===== src/rtl/ntt_pkg.sv =====
// Shared NTT definitions: buffer state encoding and bit-reversal helper
// used by the coefficient buffer, the NTT top and twiddle ROM addressing.
package ntt_pkg;

  typedef enum logic [1:0] {
    ST_EMPTY,
    ST_FILL,
    ST_FULL,
    ST_DRAIN
  } state_t;

  // Reverses the low 'width' bits of value; bits at and above 'width' come back as zero.
  function automatic logic [31:0] bitrev(input logic [31:0] value, input int unsigned width);
    logic [31:0] r;
    r = '0;
    for (int unsigned i = 0; i < 32; i++) begin
      if (i < width) r[5'(width - 1 - i)] = value[5'(i)];
    end
    return r;
  endfunction

endpackage


===== src/rtl/ntt_bitrev_addr.sv =====
// Combinational bit reversal of a WIDTH-bit address.
module ntt_bitrev_addr
  import ntt_pkg::*;
#(
  parameter int unsigned WIDTH = 4
) (
  input  logic [WIDTH-1:0] i_addr,
  output logic [WIDTH-1:0] o_addr
);

  always_comb begin
    o_addr = WIDTH'(bitrev(32'(i_addr), WIDTH));
  end

endmodule


===== src/rtl/ntt_coeff_buffer.sv =====
// N-coefficient register buffer: serial fill (natural or bit-reversed order),
// parallel view and write-back for the butterflies, serial natural-order drain.
module ntt_coeff_buffer
  import ntt_pkg::*;
#(
  parameter int unsigned DATA_WIDTH = 16,
  parameter int unsigned N          = 16
) (
  input  logic                    clk,
  input  logic                    rst_n,
  input  logic                    bitrev_en,
  input  logic                    s_valid,
  output logic                    s_ready,
  input  logic [DATA_WIDTH-1:0]   s_data,
  input  logic                    par_load,
  input  logic [N*DATA_WIDTH-1:0] par_din,
  output logic [N*DATA_WIDTH-1:0] par_dout,
  output logic                    full,
  input  logic                    drain_start,
  output logic                    m_valid,
  input  logic                    m_ready,
  output logic [DATA_WIDTH-1:0]   m_data,
  output logic                    m_last
);

  localparam int unsigned      LOG2N = $clog2(N);
  localparam logic [LOG2N-1:0] LAST  = LOG2N'(N - 1);

  state_t                           r_state;
  logic [LOG2N-1:0]                 r_wr_cnt;
  logic [LOG2N-1:0]                 r_rd_cnt;
  logic                             r_mode;
  logic [N-1:0][DATA_WIDTH-1:0]     r_mem;

  logic [LOG2N-1:0]                 w_wr_rev;
  logic [LOG2N-1:0]                 w_wr_addr;
  logic [N-1:0][DATA_WIDTH-1:0]     w_par_din;

  assign w_par_din = par_din;

  ntt_bitrev_addr #(.WIDTH(LOG2N)) u_bitrev (
    .i_addr (r_wr_cnt),
    .o_addr (w_wr_rev)
  );

  assign w_wr_addr = r_mode ? w_wr_rev : r_wr_cnt;

  always_ff @(posedge clk or negedge rst_n) begin
    if (!rst_n) begin
      r_state  <= ST_EMPTY;
      r_wr_cnt <= '0;
      r_rd_cnt <= '0;
      r_mode   <= 1'b0;
      r_mem    <= '0;
    end else begin
      case (r_state)
        ST_EMPTY: begin
          if (par_load) begin
            r_mem   <= w_par_din;
            r_state <= ST_FULL;
          end else if (s_valid) begin
            // addr(0) is 0 in either order, so the first word needs no reversal
            r_mem[0] <= s_data;
            r_mode   <= bitrev_en;
            r_wr_cnt <= LOG2N'(1);
            r_state  <= ST_FILL;
          end
        end
        ST_FILL: begin
          if (s_valid) begin
            r_mem[w_wr_addr] <= s_data;
            if (r_wr_cnt == LAST) begin
              r_wr_cnt <= '0;
              r_state  <= ST_FULL;
            end else begin
              r_wr_cnt <= r_wr_cnt + 1'b1;
            end
          end
        end
        ST_FULL: begin
          if (par_load) begin
            r_mem <= w_par_din;
          end else if (drain_start) begin
            r_rd_cnt <= '0;
            r_state  <= ST_DRAIN;
          end
        end
        ST_DRAIN: begin
          if (m_ready) begin
            if (r_rd_cnt == LAST) begin
              r_rd_cnt <= '0;
              r_state  <= ST_EMPTY;
            end else begin
              r_rd_cnt <= r_rd_cnt + 1'b1;
            end
          end
        end
        default: r_state <= ST_EMPTY;
      endcase
    end
  end

  assign s_ready  = (r_state == ST_EMPTY) || (r_state == ST_FILL);
  assign full     = (r_state == ST_FULL);
  assign m_valid  = (r_state == ST_DRAIN);
  assign m_last   = (r_state == ST_DRAIN) && (r_rd_cnt == LAST);
  assign m_data   = (r_state == ST_DRAIN) ? r_mem[r_rd_cnt] : '0;
  assign par_dout = r_mem;

endmodule


===== config.mk =====
export PLATFORM = sky130hd
export DESIGN_NAME = ntt_coeff_buffer
export DESIGN_NICKNAME = d
export VERILOG_FILES = /design/src/rtl/ntt_pkg.sv /design/src/rtl/ntt_bitrev_addr.sv /design/src/rtl/ntt_coeff_buffer.sv
export SDC_FILE = /design/constraint.sdc
export NUM_CORES = 1
export LEC_CHECK = 0
export CAP_MARGIN = 40
export CORE_AREA = 2 2 216 218
export CTS_CLUSTER_SIZE = 12
export DETAILED_ROUTE_END_ITERATION = 16
export DIE_AREA = 0 0 218 220
export GPL_TIMING_DRIVEN = 0
export PLACE_DENSITY = 0.64
export REMOVE_ABC_BUFFERS = 1
export SYNTH_ARGS = -nofsm -noshare
export SYNTH_HDL_FRONTEND = slang
export SYNTH_SLANG_ARGS = --single-unit

===== constraint.sdc =====
create_clock -name clk -period 2.3 [get_ports clk]
set_input_delay 0.23 -clock clk [delete_from_list [all_inputs] [get_ports clk]]
set_output_delay 0.23 -clock clk [all_outputs]
set_load 0.05 [all_outputs]

# After elaboration in Yosys (flattened, before gate mapping)
# Index checks and enable logic that the tools add are counted.
[totals] latchBits=0 out_inout_bits=276 ram_bits=0 mem_count=0 ff_bits=267 rom_bits=0
[op_classes] mul=0 mux=32 n_addsub=2 reduce_logical=13 n_eq_ne=16 n_shift=0 div=0 bitwise_logic=1 magnitude_cmp=3
[ops] cell="256-bit case mux with 3 select lines" count=1
[ops] cell="256-bit two-way mux" count=2
[ops] cell="256-bit bitwise mux" count=1
[ops] cell="240-bit two-way mux" count=1
[ops] cell="16-bit two-way mux" count=5
[ops] cell="16-bit binary-select mux with 4-bit select" count=1
[ops] cell="16-bit demux with 4-bit select" count=1
[ops] cell="4-bit two-way mux" count=9
[ops] cell="2-bit two-way mux" count=8
[ops] cell="4-bit case mux with 2 select lines" count=2
[ops] cell="4-bit AND reduction" count=4
[ops] cell="2-bit != test, second input constant" count=7
[ops] cell="4-bit by 5-bit less-than comparator with 1-bit output, second input constant" count=2
[ops] cell="4-bit by 1-bit adder with 4-bit output, second input constant" count=2
[ops] cell="4-bit equality test, second input constant" count=2
[ops] cell="2-bit case mux with 4 select lines" count=1
[ops] cell="7-bit AND reduction" count=1
[ops] cell="2-bit by 1-bit != test with 1-bit output, second input constant" count=3
[ops] cell="2-bit equality test, second input constant" count=2
[ops] cell="4-bit by 1-bit >= comparator with 1-bit output, second input constant" count=1
[ops] cell="2-bit nonzero test" count=2
[ops] cell="3-bit != test, second input constant" count=1
[ops] cell="3-bit AND reduction" count=1
[ops] cell="3-bit nonzero test" count=1
[ops] cell="5 further kinds" count=6

# Depth between registers and ports, before layout
# Gate-level depths: netlist of run 1.
[depth] word_depth=8 ltp_mapped=9

# Cells and area by module
# A second synthesis of run 1 with hierarchy kept.
[unflattened] hier_cells=1351 area_unflattened_um2=14901.8
[by_module_without_submodules] mod="ntt_coeff_buffer" area_each_um2=14871.8 cells_per_inst=1347 n_inst=1
[by_module_without_submodules] mod="ntt_bitrev_addr" area_each_um2=30.0 cells_per_inst=4 n_inst=1

# Least setup slack after synthesis of run 1
# No wires, ideal clock.
[synth_path] kind="register to output" startpoint="register r_state[1]" endpoint="output port m_data[11]" arrival_time_ps=2682 stages_incl_launch_ff=7 slack_ps=-612 path_buffers=3 path_cell_list="dfrtp_1 > ha_1 > clkbuf_1 > nand2b_1 > clkbuf_1 > clkbuf_1 > o21ai_0"
[synth_via] elab_chain_len=2
[synth_rtl] item="start, declared" line="ntt_coeff_buffer.sv:29" rtl="state_t r_state;"
[synth_rtl] item="start signal, assigned" line="ntt_coeff_buffer.sv:50" rtl="r_state <= ST_EMPTY;"
[synth_rtl] item="start signal, assigned" line="ntt_coeff_buffer.sv:60" rtl="r_state <= ST_FULL;"
[synth_rtl] item="start signal, assigned" line="ntt_coeff_buffer.sv:66" rtl="r_state <= ST_FILL;"
[synth_rtl] item="2-bit equality test"
[synth_rtl] item="named net m_valid" line="ntt_coeff_buffer.sv:20" rtl="output logic m_valid,"
[synth_rtl] item="16-bit two-way mux" line="ntt_coeff_buffer.sv:107" rtl="assign m_data = (r_state == ST_DRAIN) ? r_mem[r_rd_cnt] : '0;"
[synth_rtl] item="end, declared" line="ntt_coeff_buffer.sv:22" rtl="output logic [DATA_WIDTH-1:0] m_data,"
# The timed path passes the listed nets, and every way through them passes these cells.

# Worst setup path in the final report of run 1
[layout_path] startpoint="register r_rd_cnt[0]" endpoint="output port m_data[11]"
[layout_via] elab_chain_len=3
[layout_rtl] item="start, declared" line="ntt_coeff_buffer.sv:31" rtl="logic [LOG2N-1:0] r_rd_cnt;"
[layout_rtl] item="start signal, assigned" line="ntt_coeff_buffer.sv:94" rtl="r_rd_cnt <= r_rd_cnt + 1'b1;"
[layout_rtl] item="16-bit binary-select mux with 4-bit select" line="ntt_coeff_buffer.sv:107"
[layout_rtl] item="16-bit two-way mux (implied by the code)" line="ntt_coeff_buffer.sv:107"
[layout_rtl] item="16-bit two-way mux" line="ntt_coeff_buffer.sv:107"
# Every way passes these cells. The select of a mux whose other input is x is not followed.

==> impl_metrics.env, run 1 <==
export IMPL_drc=0
export IMPL_ant_nets=0
export IMPL_path_clk_slew_ps=70
export IMPL_r2r_cells=12
export IMPL_status="finished with violations"
export IMPL_hold_violations=0
export IMPL_synth_xor_area_frac=0
export IMPL_drt_first_pass_iters=6
export IMPL_tightest_slew_ps=946
export IMPL_dpl_cell_area_mm2=0.0220
export IMPL_grt_total_usage=0.387
export IMPL_cts_buffers=31
export IMPL_die_y_um=220
export IMPL_synth_top_family_by_area="compound AO/OA/AOI/OAI gates"
export IMPL_synth_top_cell_by_area="dfrtp_1"
export IMPL_gr_total_overflow=0
export IMPL_fill_cells=3793
export IMPL_synth_simple_gate_area_frac=0.131
export IMPL_dp_hpwl_um=58300
export IMPL_post_place_cells=2423
export IMPL_synth_flop_cell="dfrtp_1"
export IMPL_final_max_slew_violation_count=0
export IMPL_rows=79
export IMPL_synth_compound_area_share=0.259
export IMPL_grt_pass1_vias=17700
export IMPL_antenna_found_initial=10
export IMPL_synth_seq_area_share=0.442
export IMPL_io_pins=555
export IMPL_skew_ps=16.4
export IMPL_timing_final_crit_share=1.30
export IMPL_synth_area_leaders="dfrtp_1 44%, a221o_1 12%, mux4_2 6.1%, nor3_1 4.3%, a22oi_1 3.6%"
export IMPL_htree_num_levels=1
export IMPL_cp_arrival_ps=2770
export IMPL_async_flop_share=1.00
export IMPL_slew_headroom=0.369
export IMPL_netlist_instances=1370
export IMPL_netlist_area_leader_share=0.442
export IMPL_gp_congestion=0.883
export IMPL_fin_area_mm2=0.0262
export IMPL_fin_crit_ps=3000
export IMPL_synth_seq_cells=267
export IMPL_ys_warn_count=0
export IMPL_insertion_delay_ps=600
export IMPL_grt_pass1_wl_um=133000
export IMPL_root_buffer="clkbuf_16"
export IMPL_core_region_area_mm2=0.0459
export IMPL_initial_core_util=0.329
export IMPL_yosysUniqueCellTypes=67
export IMPL_rr_startpoint="r_state[1]"
export IMPL_fin_nets=2306
export IMPL_fmax_mhz=333
export IMPL_setup_viol=270
export IMPL_end_kind="primary output"
export IMPL_violations="setup timing"
export IMPL_rsz0062_at_grt="true"
export IMPL_cts_sinks=267
export IMPL_final_util=0.572
export IMPL_area_growth_pct=73.7
export IMPL_synth_edf_count=0
export IMPL_dieArea_mm2=0.0480
export IMPL_via_count=17900
export IMPL_maxCapViolCount=0
export IMPL_wl_um=96000
export IMPL_reg2reg_slack_ps=-240
export IMPL_startpoint_type="flip-flop"
export IMPL_cts_tree="built"
export IMPL_numPortBuffers=554
export IMPL_clockBufferDepth=3
export IMPL_crit_fanout=8
export IMPL_dieWidth_um=218
export IMPL_synthesis_area_mm2=0.0151
export IMPL_grt_max_degree=112
export IMPL_final_cells=2657
export IMPL_drt_initial_drc_count=2386
export IMPL_synthMuxAreaShare=0.108
export IMPL_drive_gt1_frac=0.251
export IMPL_setup_ws_ps=-700
export IMPL_required_ps=2070
export IMPL_r2r_end="par_dout[176]"
export IMPL_vias_per_cell=6.73
export IMPL_crit_type="reg2out"
export IMPL_synth_fa_ha_area_frac=0.00580
export IMPL_post_drt_wl_per_cell_um=36.1
export IMPL_hold_path_class="in2async"
export IMPL_syn_avg_cell_area_um2=11.0
[Yosys cell counts, types with 3 or more instances]
| library cell | count |
|---|---|
| a21oi_1 | 7 |
| nand3b_1 | 9 |
| buf_2 | 60 |
| a221oi_1 | 11 |
| a22o_1 | 8 |
| o21ai_1 | 8 |
| nor2_1 | 5 |
| nand2_1 | 65 |
| o21ai_0 | 33 |
| nor4_2 | 3 |
| clkbuf_1 | 75 |
| nand3_1 | 36 |
| a221o_1 | 186 |
| o221ai_1 | 6 |
| and3_1 | 63 |
| mux4_2 | 41 |
| buf_4 | 8 |
| a21o_1 | 6 |
| inv_1 | 12 |
| mux2i_1 | 35 |
| mux2_2 | 31 |
| ha_1 | 7 |
| o2bb2ai_1 | 48 |
| and3b_1 | 3 |
| nor3b_1 | 5 |
| o31ai_1 | 3 |
| a22oi_1 | 72 |
| a211oi_1 | 19 |
| nor2b_1 | 18 |
| buf_1 | 14 |
| or3b_1 | 5 |
| a41oi_1 | 15 |
| nand2b_1 | 11 |
| buf_6 | 6 |
| nor3_1 | 129 |
| dfrtp_1 | 267 |
[cell usage in the layout, fill, tap and decap left out, types with 30 or more instances in the layout]
master           count
nand3_1             35
o2bb2ai_1           47
buf_4               76
clkbuf_16           38
buf_16              50
a22oi_1             57
clkdlybuf4s50_1    532
dfrtp_1            257
buf_6               45
a221o_1            186
nand2_1             40
mux2i_1             30
mux4_2              41
mux2_2              30
buf_12              36
nor3_1             125
and3_1              61
[worst max path at each step]
stage,start,end,slack [ps],depth (start not counted)
2_1_floorplan,r_state[0],par_dout[112],-8740,6
3_3_place_gp,r_state[1],par_dout[31],-17630,6
3_5_place_dp,r_state[0],par_dout[85],-1810,10
4_1_cts,r_rd_cnt[0],m_data[13],-580,7
5_1_grt,r_rd_cnt[0],m_data[13],-710,7
6_report,r_rd_cnt[0],m_data[11],-700,6
[cells by family (layout without fill, tap and decap cells)]
family | Yosys count | count (layout)
AO/OA/AOI/OAI | 447 | 450
adder cells (fa/ha/maj) | 7 | 7
other | 0 | 6
AND/OR/NAND/NOR | 365 | 370
multiplexers | 108 | 108
flip-flops | 267 | 267
buffers and inverters | 176 | 842
[through the flow]
stage	setup TNS [ps]	hold slack, ps	setup WS (ps)
floorplan	-1747830	-65.6	-8740
global placement	-6616550	494	-17630
detailed placement	-367980	187	-1810
CTS	-21090	135	-583
global route	-51110	168	-708
finish	-45280	136	-700
[per-layer routing]
layer	track usage	routed length (µm)
met1	0.483	34500
met2	0.615	43900
met5	0	24
met3	0.0930	11000
met4	0.216	6560
[worst max-delay path, stage by stage, from the launching register on]
cell and delay [ps]:
dfrtp_4 470, buf_4 150, buf_16 150, mux4_2 530, a22oi_2 460, o21ai_2 180, buf_6 200
[sequential cells by signal, indices dropped and copies added (netlist names)]
| register | count |
|---|---|
| par_dout | 256 |
| r_wr_cnt | 4 |
| r_mode | 1 |
| r_state | 2 |
| r_rd_cnt | 4 |
[timing repair]
action / in CTS / in global routing
resized for setup: 359 / 57
cloned: 40 / 2
hold buffers: 1 / 0
setup buffers: 113 / 20
pin swaps: 64 / 70
setup endpoints to repair: 276 / 274
endpoints found under the hold margin: 49 / 0
[final cells by class]
class	count	area (µm²)	area share
antenna	6	15.0	0.000572
clock inverter	16	201	0.00767
sequential	267	6710	0.256
inverter	12	61.3	0.00234
timing repair buffer	773	9060	0.345
clock buffer	41	863	0.0329
tap	607	759	0.0289
multi-input combinational	935	8580	0.327
Power of run 1 is left out: the tool's default activity adds up to more than one toggle a clock period on the data nets, which glitch-free logic cannot reach.
==> inputs of run 2 (changes only) <==
- CAP_MARGIN: 40 -> 10
- CORE_AREA: 2 2 216 218 -> 2 2 213 215
- DIE_AREA: 0 0 218 220 -> 0 0 215 217
- PLACE_DENSITY: 0.64 -> 0.66
==> impl_metrics.env, run 2 (synthesis gave the netlist of run 1 again) <==
export IMPL_end_kind="primary output"
export IMPL_startpoint_type="flip-flop"
export IMPL_wl_um=92400
export IMPL_critPathTopFamily="flip-flops"
export IMPL_fmax_mhz=366
export IMPL_seq_power_share=0.176
export IMPL_hold_path_class="in2async"
export IMPL_cpPeakStageDelay_ps=510
export IMPL_r2r_cells=6
export IMPL_grt_pass1_wl_um=124000
export IMPL_insertion_delay_ps=550
export IMPL_rsz0062_at_grt="true"
export IMPL_setup_ws_ps=-434
export IMPL_io_pins=555
export IMPL_path_clk_slew_ps=70
export IMPL_grt_total_usage=0.367
export IMPL_dieArea_mm2=0.0467
export IMPL_via_count=17700
export IMPL_critPathSlowestCell="dfrtp_4"
export IMPL_drt_initial_drc_count=2754
export IMPL_drc=0
export IMPL_ant_nets=0
export IMPL_crit_type="reg2out"
export IMPL_crit_cells=6
export IMPL_fin_nets=2262
export IMPL_antenna_found_initial=6
export IMPL_gp_congestion=0.865
export IMPL_layout_common_cells="532 x clkdlybuf4s50_1, 258 x dfrtp_1, 186 x a221o_1, 129 x nor3_1, 81 x buf_4"
export IMPL_maxCapViolCount=0
export IMPL_fin_crit_ps=2730
export IMPL_setup_tns_ps=-6030
export IMPL_pwr_share_comb=0.717
export IMPL_required_ps=2070
export IMPL_drt_first_pass_iters=5
export IMPL_cp_cell_sequence="buf_12 > buf_16 > mux4_2 > a22oi_2 > o21ai_2 > buf_6"
export IMPL_switching_power_uw=28100
export IMPL_fill_cells=3751
export IMPL_cts_buffers=34
export IMPL_swShare=0.525
export IMPL_cp_num_buf_inv=3
export IMPL_leakage_uw=0.00997
export IMPL_cts_tree="built"
export IMPL_final_cells=2607
export IMPL_pwr_density_cell_mw_per_mm2=2110
export IMPL_cp_arrival_ps=2500
export IMPL_post_drt_wl_per_cell_um=35.5
export IMPL_final_max_slew_violation_count=0
export IMPL_setup_viol=22
export IMPL_finalPower_uw=53500
export IMPL_status="finished with violations"
export IMPL_hold_violations=0
export IMPL_slew_headroom=0.430
export IMPL_dp_hpwl_um=56100
export IMPL_rows=78
export IMPL_peakVddDrop_uv=1010
export IMPL_numPortBuffers=554
export IMPL_violations="setup timing"
export IMPL_grt_max_degree=113
export IMPL_initial_core_util=0.338
export IMPL_crit_fanout=6
export IMPL_root_buffer="clkbuf_16"
export IMPL_final_common_cell="clkdlybuf4s50_1"
export IMPL_post_place_cells=2395
export IMPL_timing_final_crit_share=1.19
export IMPL_tightest_slew_ps=853
export IMPL_pwr_share_clk=0.107
export IMPL_die_y_um=217
export IMPL_core_region_area_mm2=0.0447
export IMPL_largest_reg_flops=256
export IMPL_vias_per_cell=6.77
export IMPL_cts_sinks=267
export IMPL_grt_pass1_vias=16800
export IMPL_skew_ps=16.4
export IMPL_gr_total_overflow=0
export IMPL_dieWidth_um=215
export IMPL_area_growth_pct=67.8
export IMPL_p_int_uw=25400
export IMPL_drive_gt1_frac=0.232
export IMPL_htree_num_levels=2
export IMPL_clockBufferDepth=3
-- run 2: cell count changes in the layout (fill, tap and decap cells not counted), sizes merged --
cell           before  now
and2                3    4
clkinv             10    6
diode               6    8
clkbuf             48   60
clkdlybuf4s15       1    2
clkinvlp            4    3
buf               229  177
dlygate4sd2         2    1
or2                 2    1
a21o               10   11
a21oi               8    7
-- run 2: worst paths after layout --
path | start | endpoint | slack [ps]
min in group clk | par_din[174] | par_dout[174] | 280
max reg2reg | r_wr_cnt[1] | par_dout[70] | -10
max | r_rd_cnt[0] | m_data[11] | -430
min reg2reg | par_dout[102] | par_dout[102] | 520
min | rst_n | par_dout[190] | 180
max in group asynchronous | rst_n | par_dout[12] | 1090
-- run 2: timing repair --
action	CTS	global route
buffers inserted	64	52
hold buffers	1	0
resized for setup	293	58
endpoints found under the setup margin	277	234
cloned	17	13
pin swaps	39	36
hold endpoints to repair	44	0
-- run 2: power by group through the flow --
stage          logic [µW]  clock network (µW)  registers [µW]
2_1_floorplan        9260                   0           15700
3_3_place_gp        24400                   0            9550
3_5_place_dp        30300                   0            9460
4_1_cts             34300                5700            9360
5_1_grt             39000                5870            9600
6_report            38400                5700            9400
-- run 2: worst reg2reg max path, delay by kind of cell (launching register included) --
family	cells	cell delay (ps)
AO/OA/AOI/OAI	3	790
buffers and inverters	2	370
flip-flops	1	570
AND/OR/NAND/NOR	1	460
-- run 2: metal layers --
layer  part of all wire  up-vias  wire length (µm)  GRT usage
met3               0.11      374             10100     0.0770
met1               0.36     8884             33500      0.457
met5                  0        -                 0          0
met4              0.071        0              6550      0.228
met2               0.46     1585             42200      0.584
li1                   -     6818                 -          -
-- run 2: per-stage QoR --
| step | hold WS (ps) | instance area, µm² | utilization | worst slack [ps] |
|---|---|---|---|---|
| 5_1_grt | 205 | 25300 | 0.567 | -467 |
| 2_1_floorplan | -65.6 | 14300 | - | -8740 |
| 6_report | 180 | 25400 | 0.567 | -434 |
| 3_5_place_dp | 166 | 21500 | 0.481 | -2190 |
| 4_1_cts | 170 | 24300 | 0.544 | -456 |
| 3_3_place_gp | 489 | 20600 | 0.462 | -17740 |
-- run 2: final cells by class --
class | instances | area, µm² | share of cell area
Antenna cell | 8 | 20.0 | 0.000790
Clock buffer | 48 | 987 | 0.0389
Clock inverter | 11 | 158 | 0.00622
Inverter | 12 | 55.1 | 0.00217
Multi-Input combinational cell | 935 | 8600 | 0.339
Sequential cell | 267 | 6710 | 0.265
Tap cell | 600 | 751 | 0.0296
Timing Repair Buffer | 726 | 8070 | 0.318
No activity file was read; power rests on OpenSTA's default activity.
